<file path="src/rtl/thread_sched_pkg.sv">
// -----------------------------------------------------------------------------
// thread_sched_pkg
//   Shared definitions for the 4-thread issue scheduler: thread count,
//   one-hot thread type and a one-hot qualifier for thread selects.
// -----------------------------------------------------------------------------
package thread_sched_pkg;

  localparam int NUM_THREADS = 4;

  // One bit per hardware thread; exactly one bit set names a single thread.
  typedef logic [NUM_THREADS-1:0] thr_oh_t;

  // Binary thread index.
  typedef logic [1:0] thr_idx_t;

  // True when exactly one of the four thread bits is set.
  function automatic logic is_onehot4(input thr_oh_t v);
    logic [2:0] cnt;
    cnt = 3'd0;
    for (int i = 0; i < NUM_THREADS; i++) begin
      cnt = cnt + {2'b00, v[i]};
    end
    return (cnt == 3'd1);
  endfunction

endpackage

</file>
<file path="src/rtl/thread_sched_if.sv">
// -----------------------------------------------------------------------------
// thread_sched_if
//   Bundle between EX/control (master) and the issue scheduler (slave).
//   master drives : run, stall, thread_en, redirect_{valid,thread,pc},
//                   halt_{valid,thread}
//   slave drives  : pc_IF, thread_sel_IF, valid_IF, pc_ID, thread_sel_ID,
//                   valid_ID
// -----------------------------------------------------------------------------
interface thread_sched_if #(
  parameter int PC_WIDTH = 9
);
  import thread_sched_pkg::*;

  logic                run;
  logic                stall;
  thr_oh_t             thread_en;
  logic                redirect_valid;
  thr_oh_t             redirect_thread;
  logic [PC_WIDTH-1:0] redirect_pc;
  logic                halt_valid;
  thr_oh_t             halt_thread;

  logic [PC_WIDTH-1:0] pc_IF;
  thr_oh_t             thread_sel_IF;
  logic                valid_IF;
  logic [PC_WIDTH-1:0] pc_ID;
  thr_oh_t             thread_sel_ID;
  logic                valid_ID;

  modport master (
    output run, stall, thread_en,
    output redirect_valid, redirect_thread, redirect_pc,
    output halt_valid, halt_thread,
    input  pc_IF, thread_sel_IF, valid_IF,
    input  pc_ID, thread_sel_ID, valid_ID
  );

  modport slave (
    input  run, stall, thread_en,
    input  redirect_valid, redirect_thread, redirect_pc,
    input  halt_valid, halt_thread,
    output pc_IF, thread_sel_IF, valid_IF,
    output pc_ID, thread_sel_ID, valid_ID
  );

endinterface

</file>
<file path="src/rtl/thread_sched_chk.sv">
// -----------------------------------------------------------------------------
// thread_sched_chk
//   Simulation checks on the scheduler's control inputs. A redirect or halt
//   whose thread field is not one-hot is dropped by the scheduler; these
//   properties flag the upstream logic that produced it.
//   clk_i, reset_i          : scheduler clock / synchronous reset
//   redirect_valid_i/_thread_i, halt_valid_i/_thread_i : observed controls
// -----------------------------------------------------------------------------
module thread_sched_chk
  import thread_sched_pkg::*;
(
  input logic    clk_i,
  input logic    reset_i,
  input logic    redirect_valid_i,
  input thr_oh_t redirect_thread_i,
  input logic    halt_valid_i,
  input thr_oh_t halt_thread_i
);

  redirect_onehot_a: assert property (
    @(posedge clk_i) disable iff (reset_i)
    redirect_valid_i |-> $onehot(redirect_thread_i));

  halt_onehot_a: assert property (
    @(posedge clk_i) disable iff (reset_i)
    halt_valid_i |-> $onehot(halt_thread_i));

endmodule

</file>
<file path="src/rtl/thread_sched_rr_arb4.sv">
// -----------------------------------------------------------------------------
// rr_arb4
//   Combinational 4-way round-robin picker. Scans req starting one past the
//   last winner and wraps around, so the last winner has lowest priority.
//   req_i  : request mask
//   last_i : index of the previous winner
//   gnt_o  : one-hot grant (zero when nothing requests)
//   idx_o  : binary index of the grant (0 when nothing requests)
//   any_o  : at least one request present
// -----------------------------------------------------------------------------
module rr_arb4
  import thread_sched_pkg::*;
(
  input  thr_oh_t  req_i,
  input  thr_idx_t last_i,
  output thr_oh_t  gnt_o,
  output thr_idx_t idx_o,
  output logic     any_o
);

  thr_idx_t start_s;
  thr_idx_t off_s;
  thr_oh_t  req_rot_s;

  // Rotate the request so the first candidate sits at bit 0, then priority-encode.
  always_comb begin
    start_s = last_i + 2'd1;
    for (int j = 0; j < NUM_THREADS; j++) begin
      req_rot_s[j] = req_i[start_s + 2'(j)];
    end
    casez (req_rot_s)
      4'b???1: off_s = 2'd0;
      4'b??10: off_s = 2'd1;
      4'b?100: off_s = 2'd2;
      4'b1000: off_s = 2'd3;
      default: off_s = 2'd0;
    endcase
    any_o = |req_i;
    idx_o = any_o ? (start_s + off_s) : 2'd0;
    gnt_o = any_o ? (4'b0001 << idx_o) : 4'b0000;
  end

endmodule

</file>
<file path="src/rtl/thread_sched.sv">
// -----------------------------------------------------------------------------
// thread_sched
//   Fine-grained 4-thread issue scheduler. Keeps one PC per thread, issues
//   one thread per cycle round-robin over (active & thread_en), and carries
//   the issued slot through registered IF and ID stages. Redirects and halts
//   from EX retarget/deactivate a thread and kill its in-flight slot.
//   clk   : clock, all state on posedge
//   reset : synchronous active-high reset
//   sif   : thread_sched_if.slave (controls in, IF/ID slot out)
// -----------------------------------------------------------------------------
module thread_sched
  import thread_sched_pkg::*;
#(
  parameter int PC_WIDTH      = 9,
  parameter int PC_BASE       = 'h000,
  parameter int THREAD_STRIDE = 'h080
) (
  input logic           clk,
  input logic           reset,
  thread_sched_if.slave sif
);

  // Start PC of a thread, wrapped to the PC width.
  function automatic logic [PC_WIDTH-1:0] start_pc(input int idx);
    return PC_WIDTH'(PC_BASE + idx * THREAD_STRIDE);
  endfunction

  logic [PC_WIDTH-1:0] pc_q [NUM_THREADS];
  logic [PC_WIDTH-1:0] pc_d [NUM_THREADS];
  thr_oh_t             active_q, active_d;
  thr_idx_t            rr_last_q, rr_last_d;
  logic [PC_WIDTH-1:0] pc_if_q, pc_if_d;
  thr_oh_t             sel_if_q, sel_if_d;
  logic                valid_if_q, valid_if_d;
  logic [PC_WIDTH-1:0] pc_id_q, pc_id_d;
  thr_oh_t             sel_id_q, sel_id_d;
  logic                valid_id_q, valid_id_d;

  logic     redir_ok_s;
  logic     halt_ok_s;
  thr_oh_t  redir_mask_s;
  thr_oh_t  halt_mask_s;
  thr_oh_t  kill_mask_s;
  thr_oh_t  elig_s;
  thr_oh_t  arb_gnt_s;
  thr_idx_t arb_idx_s;
  logic     arb_any_s;
  logic     issue_s;
  logic     new_kill_s;
  logic     if_kill_s;

  // Qualify redirect/halt: a malformed thread field drops the command entirely.
  always_comb begin
    redir_ok_s   = sif.redirect_valid && is_onehot4(sif.redirect_thread);
    halt_ok_s    = sif.halt_valid && is_onehot4(sif.halt_thread);
    redir_mask_s = redir_ok_s ? sif.redirect_thread : 4'b0000;
    halt_mask_s  = halt_ok_s ? sif.halt_thread : 4'b0000;
    kill_mask_s  = redir_mask_s | halt_mask_s;
  end

  assign elig_s = active_q & sif.thread_en;

  rr_arb4 u_arb (
    .req_i  (elig_s),
    .last_i (rr_last_q),
    .gnt_o  (arb_gnt_s),
    .idx_o  (arb_idx_s),
    .any_o  (arb_any_s)
  );

  assign issue_s    = sif.run && !sif.stall && arb_any_s;
  // The slot being issued now, or the slot leaving IF, belongs to a killed thread.
  assign new_kill_s = |(arb_gnt_s & kill_mask_s);
  assign if_kill_s  = |(sel_if_q & kill_mask_s);

  // Per-thread PC update: a redirect beats the post-issue increment and is
  // taken even while stalled.
  always_comb begin
    for (int i = 0; i < NUM_THREADS; i++) begin
      if (redir_mask_s[i]) begin
        pc_d[i] = sif.redirect_pc;
      end else if (issue_s && arb_gnt_s[i]) begin
        pc_d[i] = pc_q[i] + PC_WIDTH'(1);
      end else begin
        pc_d[i] = pc_q[i];
      end
    end
  end

  // Issue and IF/ID pipeline next state; a stall freezes both stages and rr_last.
  always_comb begin
    active_d   = active_q & ~halt_mask_s;
    rr_last_d  = rr_last_q;
    pc_if_d    = pc_if_q;
    sel_if_d   = sel_if_q;
    valid_if_d = valid_if_q;
    pc_id_d    = pc_id_q;
    sel_id_d   = sel_id_q;
    valid_id_d = valid_id_q;
    if (sif.stall) begin
      rr_last_d = rr_last_q;
    end else begin
      if (issue_s) begin
        // A killed issue still reports the pre-redirect PC but carries no thread.
        pc_if_d    = pc_q[arb_idx_s];
        sel_if_d   = new_kill_s ? 4'b0000 : arb_gnt_s;
        valid_if_d = !new_kill_s;
        rr_last_d  = arb_idx_s;
      end else begin
        sel_if_d   = 4'b0000;
        valid_if_d = 1'b0;
      end
      pc_id_d    = pc_if_q;
      valid_id_d = valid_if_q && !if_kill_s;
      sel_id_d   = (valid_if_q && !if_kill_s) ? sel_if_q : 4'b0000;
    end
  end

  // State registers with synchronous reset to the per-thread start PCs.
  always_ff @(posedge clk) begin
    if (reset) begin
      for (int i = 0; i < NUM_THREADS; i++) begin
        pc_q[i] <= start_pc(i);
      end
      active_q   <= 4'b1111;
      rr_last_q  <= 2'd3;
      pc_if_q    <= '0;
      sel_if_q   <= 4'b0000;
      valid_if_q <= 1'b0;
      pc_id_q    <= '0;
      sel_id_q   <= 4'b0000;
      valid_id_q <= 1'b0;
    end else begin
      for (int i = 0; i < NUM_THREADS; i++) begin
        pc_q[i] <= pc_d[i];
      end
      active_q   <= active_d;
      rr_last_q  <= rr_last_d;
      pc_if_q    <= pc_if_d;
      sel_if_q   <= sel_if_d;
      valid_if_q <= valid_if_d;
      pc_id_q    <= pc_id_d;
      sel_id_q   <= sel_id_d;
      valid_id_q <= valid_id_d;
    end
  end

  assign sif.pc_IF         = pc_if_q;
  assign sif.thread_sel_IF = sel_if_q;
  assign sif.valid_IF      = valid_if_q;
  assign sif.pc_ID         = pc_id_q;
  assign sif.thread_sel_ID = sel_id_q;
  assign sif.valid_ID      = valid_id_q;

  thread_sched_chk u_chk (
    .clk_i             (clk),
    .reset_i           (reset),
    .redirect_valid_i  (sif.redirect_valid),
    .redirect_thread_i (sif.redirect_thread),
    .halt_valid_i      (sif.halt_valid),
    .halt_thread_i     (sif.halt_thread)
  );

endmodule

</file>
<file path="src/flat_wrapper.sv">
// flat-port wrapper written by rule: the top's interface ports become plain ports
module thread_sched_flat import thread_sched_pkg::*;
#(
  parameter int PC_WIDTH      = 9,
  parameter int PC_BASE       = 'h000,
  parameter int THREAD_STRIDE = 'h080
)
  (clk, reset, sif_run, sif_stall, sif_thread_en, sif_redirect_valid, sif_redirect_thread, sif_redirect_pc, sif_halt_valid, sif_halt_thread, sif_pc_IF, sif_thread_sel_IF, sif_valid_IF, sif_pc_ID, sif_thread_sel_ID, sif_valid_ID);
  thread_sched_if #(.PC_WIDTH(PC_WIDTH)) sif_i ();
  input logic clk;
  input logic reset;
  input wire logic [$bits(sif_i.run)-1:0] sif_run;
  input wire logic [$bits(sif_i.stall)-1:0] sif_stall;
  input wire logic [$bits(sif_i.thread_en)-1:0] sif_thread_en;
  input wire logic [$bits(sif_i.redirect_valid)-1:0] sif_redirect_valid;
  input wire logic [$bits(sif_i.redirect_thread)-1:0] sif_redirect_thread;
  input wire logic [$bits(sif_i.redirect_pc)-1:0] sif_redirect_pc;
  input wire logic [$bits(sif_i.halt_valid)-1:0] sif_halt_valid;
  input wire logic [$bits(sif_i.halt_thread)-1:0] sif_halt_thread;
  output wire logic [$bits(sif_i.pc_IF)-1:0] sif_pc_IF;
  output wire logic [$bits(sif_i.thread_sel_IF)-1:0] sif_thread_sel_IF;
  output wire logic [$bits(sif_i.valid_IF)-1:0] sif_valid_IF;
  output wire logic [$bits(sif_i.pc_ID)-1:0] sif_pc_ID;
  output wire logic [$bits(sif_i.thread_sel_ID)-1:0] sif_thread_sel_ID;
  output wire logic [$bits(sif_i.valid_ID)-1:0] sif_valid_ID;
  assign sif_i.run = sif_run;
  assign sif_i.stall = sif_stall;
  assign sif_i.thread_en = sif_thread_en;
  assign sif_i.redirect_valid = sif_redirect_valid;
  assign sif_i.redirect_thread = sif_redirect_thread;
  assign sif_i.redirect_pc = sif_redirect_pc;
  assign sif_i.halt_valid = sif_halt_valid;
  assign sif_i.halt_thread = sif_halt_thread;
  assign sif_pc_IF = sif_i.pc_IF;
  assign sif_thread_sel_IF = sif_i.thread_sel_IF;
  assign sif_valid_IF = sif_i.valid_IF;
  assign sif_pc_ID = sif_i.pc_ID;
  assign sif_thread_sel_ID = sif_i.thread_sel_ID;
  assign sif_valid_ID = sif_i.valid_ID;
  thread_sched #(.PC_WIDTH(PC_WIDTH), .PC_BASE(PC_BASE), .THREAD_STRIDE(THREAD_STRIDE)) u_core (.clk(clk), .reset(reset), .sif(sif_i));
endmodule
</file>
<file path="config.mk">
export PLATFORM = sky130hd
export DESIGN_NAME = thread_sched_flat
export DESIGN_NICKNAME = d
export VERILOG_FILES = /design/src/rtl/thread_sched_pkg.sv /design/src/rtl/thread_sched_if.sv /design/src/rtl/thread_sched_chk.sv /design/src/rtl/thread_sched_rr_arb4.sv /design/src/rtl/thread_sched.sv /design/src/flat_wrapper.sv
export SDC_FILE = /design/constraint.sdc
export NUM_CORES = 1
export LEC_CHECK = 0
export ABC_CLOCK_PERIOD_IN_PS = 9200
export CORE_ASPECT_RATIO = 2
export CORE_MARGIN = 2
export CORE_UTILIZATION = 25
export DETAILED_ROUTE_END_ITERATION = 8
export GPL_ROUTABILITY_DRIVEN = 0
export SYNTH_ARGS = -nofsm -noshare
export SYNTH_HDL_FRONTEND = slang
export SYNTH_SLANG_ARGS = --single-unit
</file>
<file path="constraint.sdc">
create_clock -name clk -period 9.2 [get_ports clk]
set_clock_uncertainty 0.2 [all_clocks]
set_input_delay 1.84 -clock clk [delete_from_list [all_inputs] [get_ports clk]]
set_output_delay 1.84 -clock clk [all_outputs]
set_load 0.005 [all_outputs]
</file>
Word level (Yosys, flattened, before mapping) --
Memory sizes are Yosys's and may differ from the RTL's. A register that Yosys moved wholly into a read port is not among the register bits. Cells that the tools add are included.
Cells by class: $add $sub $neg 15, magnitude comparators 4, eq/ne operators 5, shifts and indexed selects 1, multiplexer cells 32, bitwise operators 11, reduce and logical (&&, ||, !) cells 16
Operators with widths (number):
- $mux W9 | 12
- $add A9 B1 Y9 const B | 4
- $mux W4 | 6
- $and A4 B4 Y4 | 4
- $add A3 B1 Y3 | 4
- $lt A2 B3 Y1 const B | 4
- $reduce_or A4 Y1 | 3
- $logic_and A1 B1 Y1 | 9
- $bmux W1 S2 | 4
- $mux W1 | 8
- $eq A3 B1 Y1 const B | 2
- $pmux W2 S3 | 1
- $add A1 B1 Y2 | 2
- $add A2 B1 Y2 const B | 2
- $add A2 B2 Y2 const B | 2
- $eq A4 B4 Y1 const B | 1
- $not A4 Y4 | 1
- $or A1 B1 Y1 | 4
- $or A4 B4 Y4 | 1
- $shl A1 B2 Y4 const A | 1
- $eq A3 B3 Y1 const B | 1
- $logic_not A1 Y1 | 3
- $add A2 B2 Y2 | 1
- $eq A2 B2 Y1 const B | 1
- 3 further kinds | 3
Storage, ports and cells: bits in registers 25, RAM bits 36, input bits 27, output and inout bits 28, word-level logic and storage cells 92, memories kept 1
Memory list:
- u_core.pc_q | words 4, bits a word 9, rd ports 5, clocked after Yosys merged registers in 1, write ports 4, RTL line thread_sched.sv:28 | logic [PC_WIDTH-1:0] pc_q [NUM_THREADS];

Longest topological paths before layout --
depth in word-level cells 14, mapped depth 13, depth with buffers taken out 12

Cells and area by module --
From an unflattened synthesis, not the netlist that was laid out.
Unflattened totals: cell total of the unflattened synthesis 457, area, all modules 4042.6 um^2
By module, submodules not included:
- thread_sched | times used 1, cells each 417, area each 3736.1 um^2
- rr_arb4 | times used 1, cells each 40, area each 306.5 um^2

Worst setup path after synthesis --
OpenSTA, ideal clock, no wires.
path kind input to register, start point in sif_thread_en[0], end point mem u_core.pc_q[1][4], setup time 91 ps, arrival 4414 ps, required time 8909 ps, slack 4495 ps, stages on the path 11, buffers on the path 1, cells stage by stage a22oi_1 > or3_1 > o2111ai_1 > ha_1 > clkbuf_1 > inv_1 > a211oi_2 > nand3_1 > mux2_2 > or3_1 > a311oi_1
RTL lines:
- start, declared | RTL line flat_wrapper.sv:14 | input wire logic [$bits(sif_i.thread_en)-1:0] sif_thread_en;
- end, declared | RTL line thread_sched.sv:28

==> run summary <==
========================================================================================================
Layout overhead on the synthesized area                                                            25.2%
CTS H-tree depth                                                                                       3
Number of input and output port buffers inserted                                                      54
Core region area                                                                              16,800 µm²
Crit path launch type                                                                          input pin
Ratio of final minimum period to clock period                                                      60.1%
Number of top-level design ports                                                                      55
Cells after Synth                                                                                    539
Post-synthesis mux area share                                                                      5.91%
Number of global-route vias before repair                                                          4,099
Die Ht                                                                                            189 µm
Number of endpoints with negative hold slack in the final report                                       0
Simple logic cell fraction of the synthesized area                                                 28.2%
Avg WL per Cell                                                                                  18.8 µm
DRC violation count after routing                                                                      0
Syn Area/Cell                                                                                   7.97 µm²
Clock tree from TritonCTS                                                                          built
Critical path class                                                                         input pin to flop
Worst setup path endpoint                                                                   u_core.pc_q[0][4]$_SDFFE_PP0P_
Fraction of final layout cells sized beyond drive strength 1                                       6.04%
Unrepaired setup endpoints after global routing                                                    false
Peak fanout along the critical path                                                                   22
Final setup viols                                                                                      0
Highest Clock Rate                                                                             0.181 GHz
Clock network latency to the later pin of the worst-skew pair                                     340 ps
Filler-free cell count of the finished design                                                        786
Worst reg2reg path startpoint                                                               u_core.active_q[0]$_SDFF_PP1_
Reg2Reg Capture Point                                                                       u_core.pc_q[0][4]$_SDFFE_PP0P_
Most used DFF post-synth                                                                         dfxtp_1
Deepest clock path buffer count                                                                        2
Number of violations reported at the end of detailed-routing iteration 0                             372
Area fraction in compound gates after synthesis                                                    23.5%
Number of hold buffers added after cts                                                                 0
R2R cell count                                                                                         8
Flop-to-flop setup slack                                                                         5310 ps
Overall die width                                                                                96.7 µm
Async SR Flop Fraction                                                                                0%
Leakage Power                                                                                    1.92 nW
Routed WL                                                                                      14,800 µm
Antenna violations before repair                                                                       0
Filler Cell Count                                                                                  1,799
Max-Slew Margin vs Limit                                                                           16.3%
Transition time at the pin with the least slew margin                                            1250 ps
Most frequent standard cell in the layout excluding fill and tap cells                            nor2_1
Peak supply drop                                                                             0.0000682 V
Post-Syn Nets                                                                                        577
Adder-Cell Fraction of Synth Area                                                                  3.55%
EDFF count, synth                                                                                      0
Dominant combinational cell family by area after synthesis                                  simple AND/OR/NAND/NOR gates
Required time at the endpoint of the critical path                                               9240 ps
Estimated wirelength of the detail-placed design                                               11,000 µm
Worst setup EP type                                                                                 flop
DIE AREA                                                                                      18,300 µm²
Final worst path period need                                                                     5530 ps
Maximum number of pins on one net before global-route repair                                          79
Flop and latch count out of synthesis                                                                 70
Initial Utilization                                                                                25.6%
Post-detailed-route count of antenna-violating nets                                                    0
Result of the run                                                                           finished, final reports clean
Number of vias in the routed layout                                                                4,382
Cell Area, Synth                                                                                4300 µm²
Post-CTS clock slew at the launch and capture registers of the worst setup and hold paths          60 ps
Number of buffers created by CTS                                                                       9
Total number of clock tree sinks                                                                      70
Hold/Removal Path Class                                                                     flop to flop
Pwr Density                                                                                   185 nW/µm²
Arrival time worst endpoint                                                                      5570 ps
Number of buffers inserted to repair setup after CTS                                                   0
Total overflow reported by the global router                                                           0
Count of max-cap constraint violations                                                                 0
First-pass GRT wire length                                                                     22,800 µm
Sequential-to-total area share from yosys stat                                                     32.6%
Final-stage net count                                                                                612
Root buffer cell                                                                               clkbuf_16
Cell row count                                                                                        67
Post_cts resized                                                                                       0
Total global routing track utilization                                                             15.9%
Yosys warning count                                                                                    0
Inserted Diodes                                                                                        0
Critical path launch point                                                                  sif_thread_en[0]
Number of pins exceeding their max-slew limit in the final report                                      0
First-pass DRT Iterations                                                                              7
Xor/xnor share of the synthesized area                                                             1.80%
Commonest cells after routing, fill and taps aside                                          nor2_1 (76), dfxtp_1 (70), clkdlybuf4s50_1 (53), nand3_1 (51), nand2_1 (45)
Number of distinct library cells after synthesis                                                      57
Routed via count divided by cell count                                                              5.58
# placed instances                                                                                   770
Sum Neg Setup Slack                                                                                 0 ps
========================================================================================================
[synthesized netlist by cell type (6+ instances only)]
cell | number | area share (%)
a311oi_1 | 25 | 5.1
dfxtp_1 | 70 | 33
mux2i_1 | 22 | 5.1
inv_1 | 12 | 1.0
ha_1 | 9 | 2.6
nand3_1 | 51 | 5.9
nor4_1 | 6 | 0.87
a221oi_1 | 9 | 1.8
nand2_1 | 45 | 3.9
or3_1 | 12 | 1.7
nor2_1 | 76 | 6.6
nor3_1 | 11 | 1.3
o31ai_1 | 19 | 3.3
a211oi_1 | 15 | 2.6
o21ai_0 | 14 | 1.6
a22oi_1 | 8 | 1.4
clkbuf_1 | 26 | 2.3
or4_1 | 10 | 1.7
a21oi_1 | 6 | 0.70
and3_1 | 21 | 3.1
[critical path, stage by stage]
cell and delay [ps]:
clkdlybuf4s50_1 470, a22oi_1 520, or3_1 180, o2111ai_1 120
ha_1 380, inv_1 390, nand3_1 690, or4_1 700
a311oi_1 270
[where the power goes]
| group | switching [mW] | internal, mW | leakage [nW] |
|---|---|---|---|
| sequential | 0.0271 | 0.322 | 0.570 |
| combinational | 0.136 | 0.0767 | 1.17 |
| clock | 0.135 | 0.299 | 0.179 |
| total | 0.298 | 0.698 | 1.92 |
[registers in the layout, indices dropped and copies added, names as in the netlist]
register	flops
u_core.sif.thread_sel_ID	4
u_core.sif.pc_IF	9
u_core.sif.thread_sel_IF	4
u_core.pc_q	36
u_core.rr_last_q	2
u_core.active_q	4
u_core.sif.valid_ID	1
u_core.sif.pc_ID	9
u_core.sif.valid_IF	1
[routing by layer]
layer / global-route usage [%] / up-vias / wire length [µm]
met5: 0 / - / 0
met4: 12.2 / 0 / 1030
met3: 2.14 / 42 / 429
met2: 29.9 / 119 / 7900
met1: 15.5 / 2115 / 5410
li1: - / 2106 / -
[worst min path at each step]
stage,from,to,cells past startpoint
after floorplan,u_core.sif.valid_IF$_SDFFE_PP0N_,u_core.sif.valid_IF$_SDFFE_PP0N_,2
after global placement,u_core.sif.valid_ID$_SDFFE_PP0N_,u_core.sif.valid_ID$_SDFFE_PP0N_,2
after detailed placement,u_core.sif.valid_ID$_SDFFE_PP0N_,u_core.sif.valid_ID$_SDFFE_PP0N_,2
after CTS,u_core.sif.valid_IF$_SDFFE_PP0N_,u_core.sif.valid_IF$_SDFFE_PP0N_,2
after global routing,u_core.sif.pc_ID[7]$_SDFFE_PP0N_,u_core.sif.pc_ID[7]$_SDFFE_PP0N_,2
final,u_core.sif.valid_ID$_SDFFE_PP0N_,u_core.sif.valid_ID$_SDFFE_PP0N_,2
[area by class of cell]
class | count | area [µm²] | share of cell area [%]
Clock buffer | 10 | 239 | 4.44
Clock inverter | 6 | 133 | 2.47
Inverter | 12 | 45.0 | 0.837
Tap cell | 207 | 259 | 4.82
Sequential cell | 70 | 1400 | 26.1
Timing Repair Buffer | 60 | 581 | 10.8
Multi-Input combinational cell | 421 | 2720 | 50.6
[stage by stage]
| step | worst slack (ps) | util (%) | total power, mW | hold WS, ps | instance area [µm²] |
|---|---|---|---|---|---|
| after floorplan | 4500 | - | 0.485 | 268 | 4300 |
| after global placement | 3420 | 29.9 | 0.564 | 271 | 5010 |
| after detailed placement | 3420 | 29.9 | 0.566 | 283 | 5010 |
| after CTS | 3740 | 32.1 | 1.00 | 297 | 5380 |
| after global routing | 3360 | 32.1 | 1.04 | 334 | 5380 |
| final | 3670 | 32.1 | 0.996 | 286 | 5380 |
[cells by family (layout without fill, tap and decap cells)]
kind of cell,Yosys count,count (layout)
buf+inv,48,88
xor+xnor,8,8
simple gates,249,249
fa+ha+maj,11,11
compound gates,128,128
flops,70,70
mux,25,25
(Power assumes the default switching activity.)
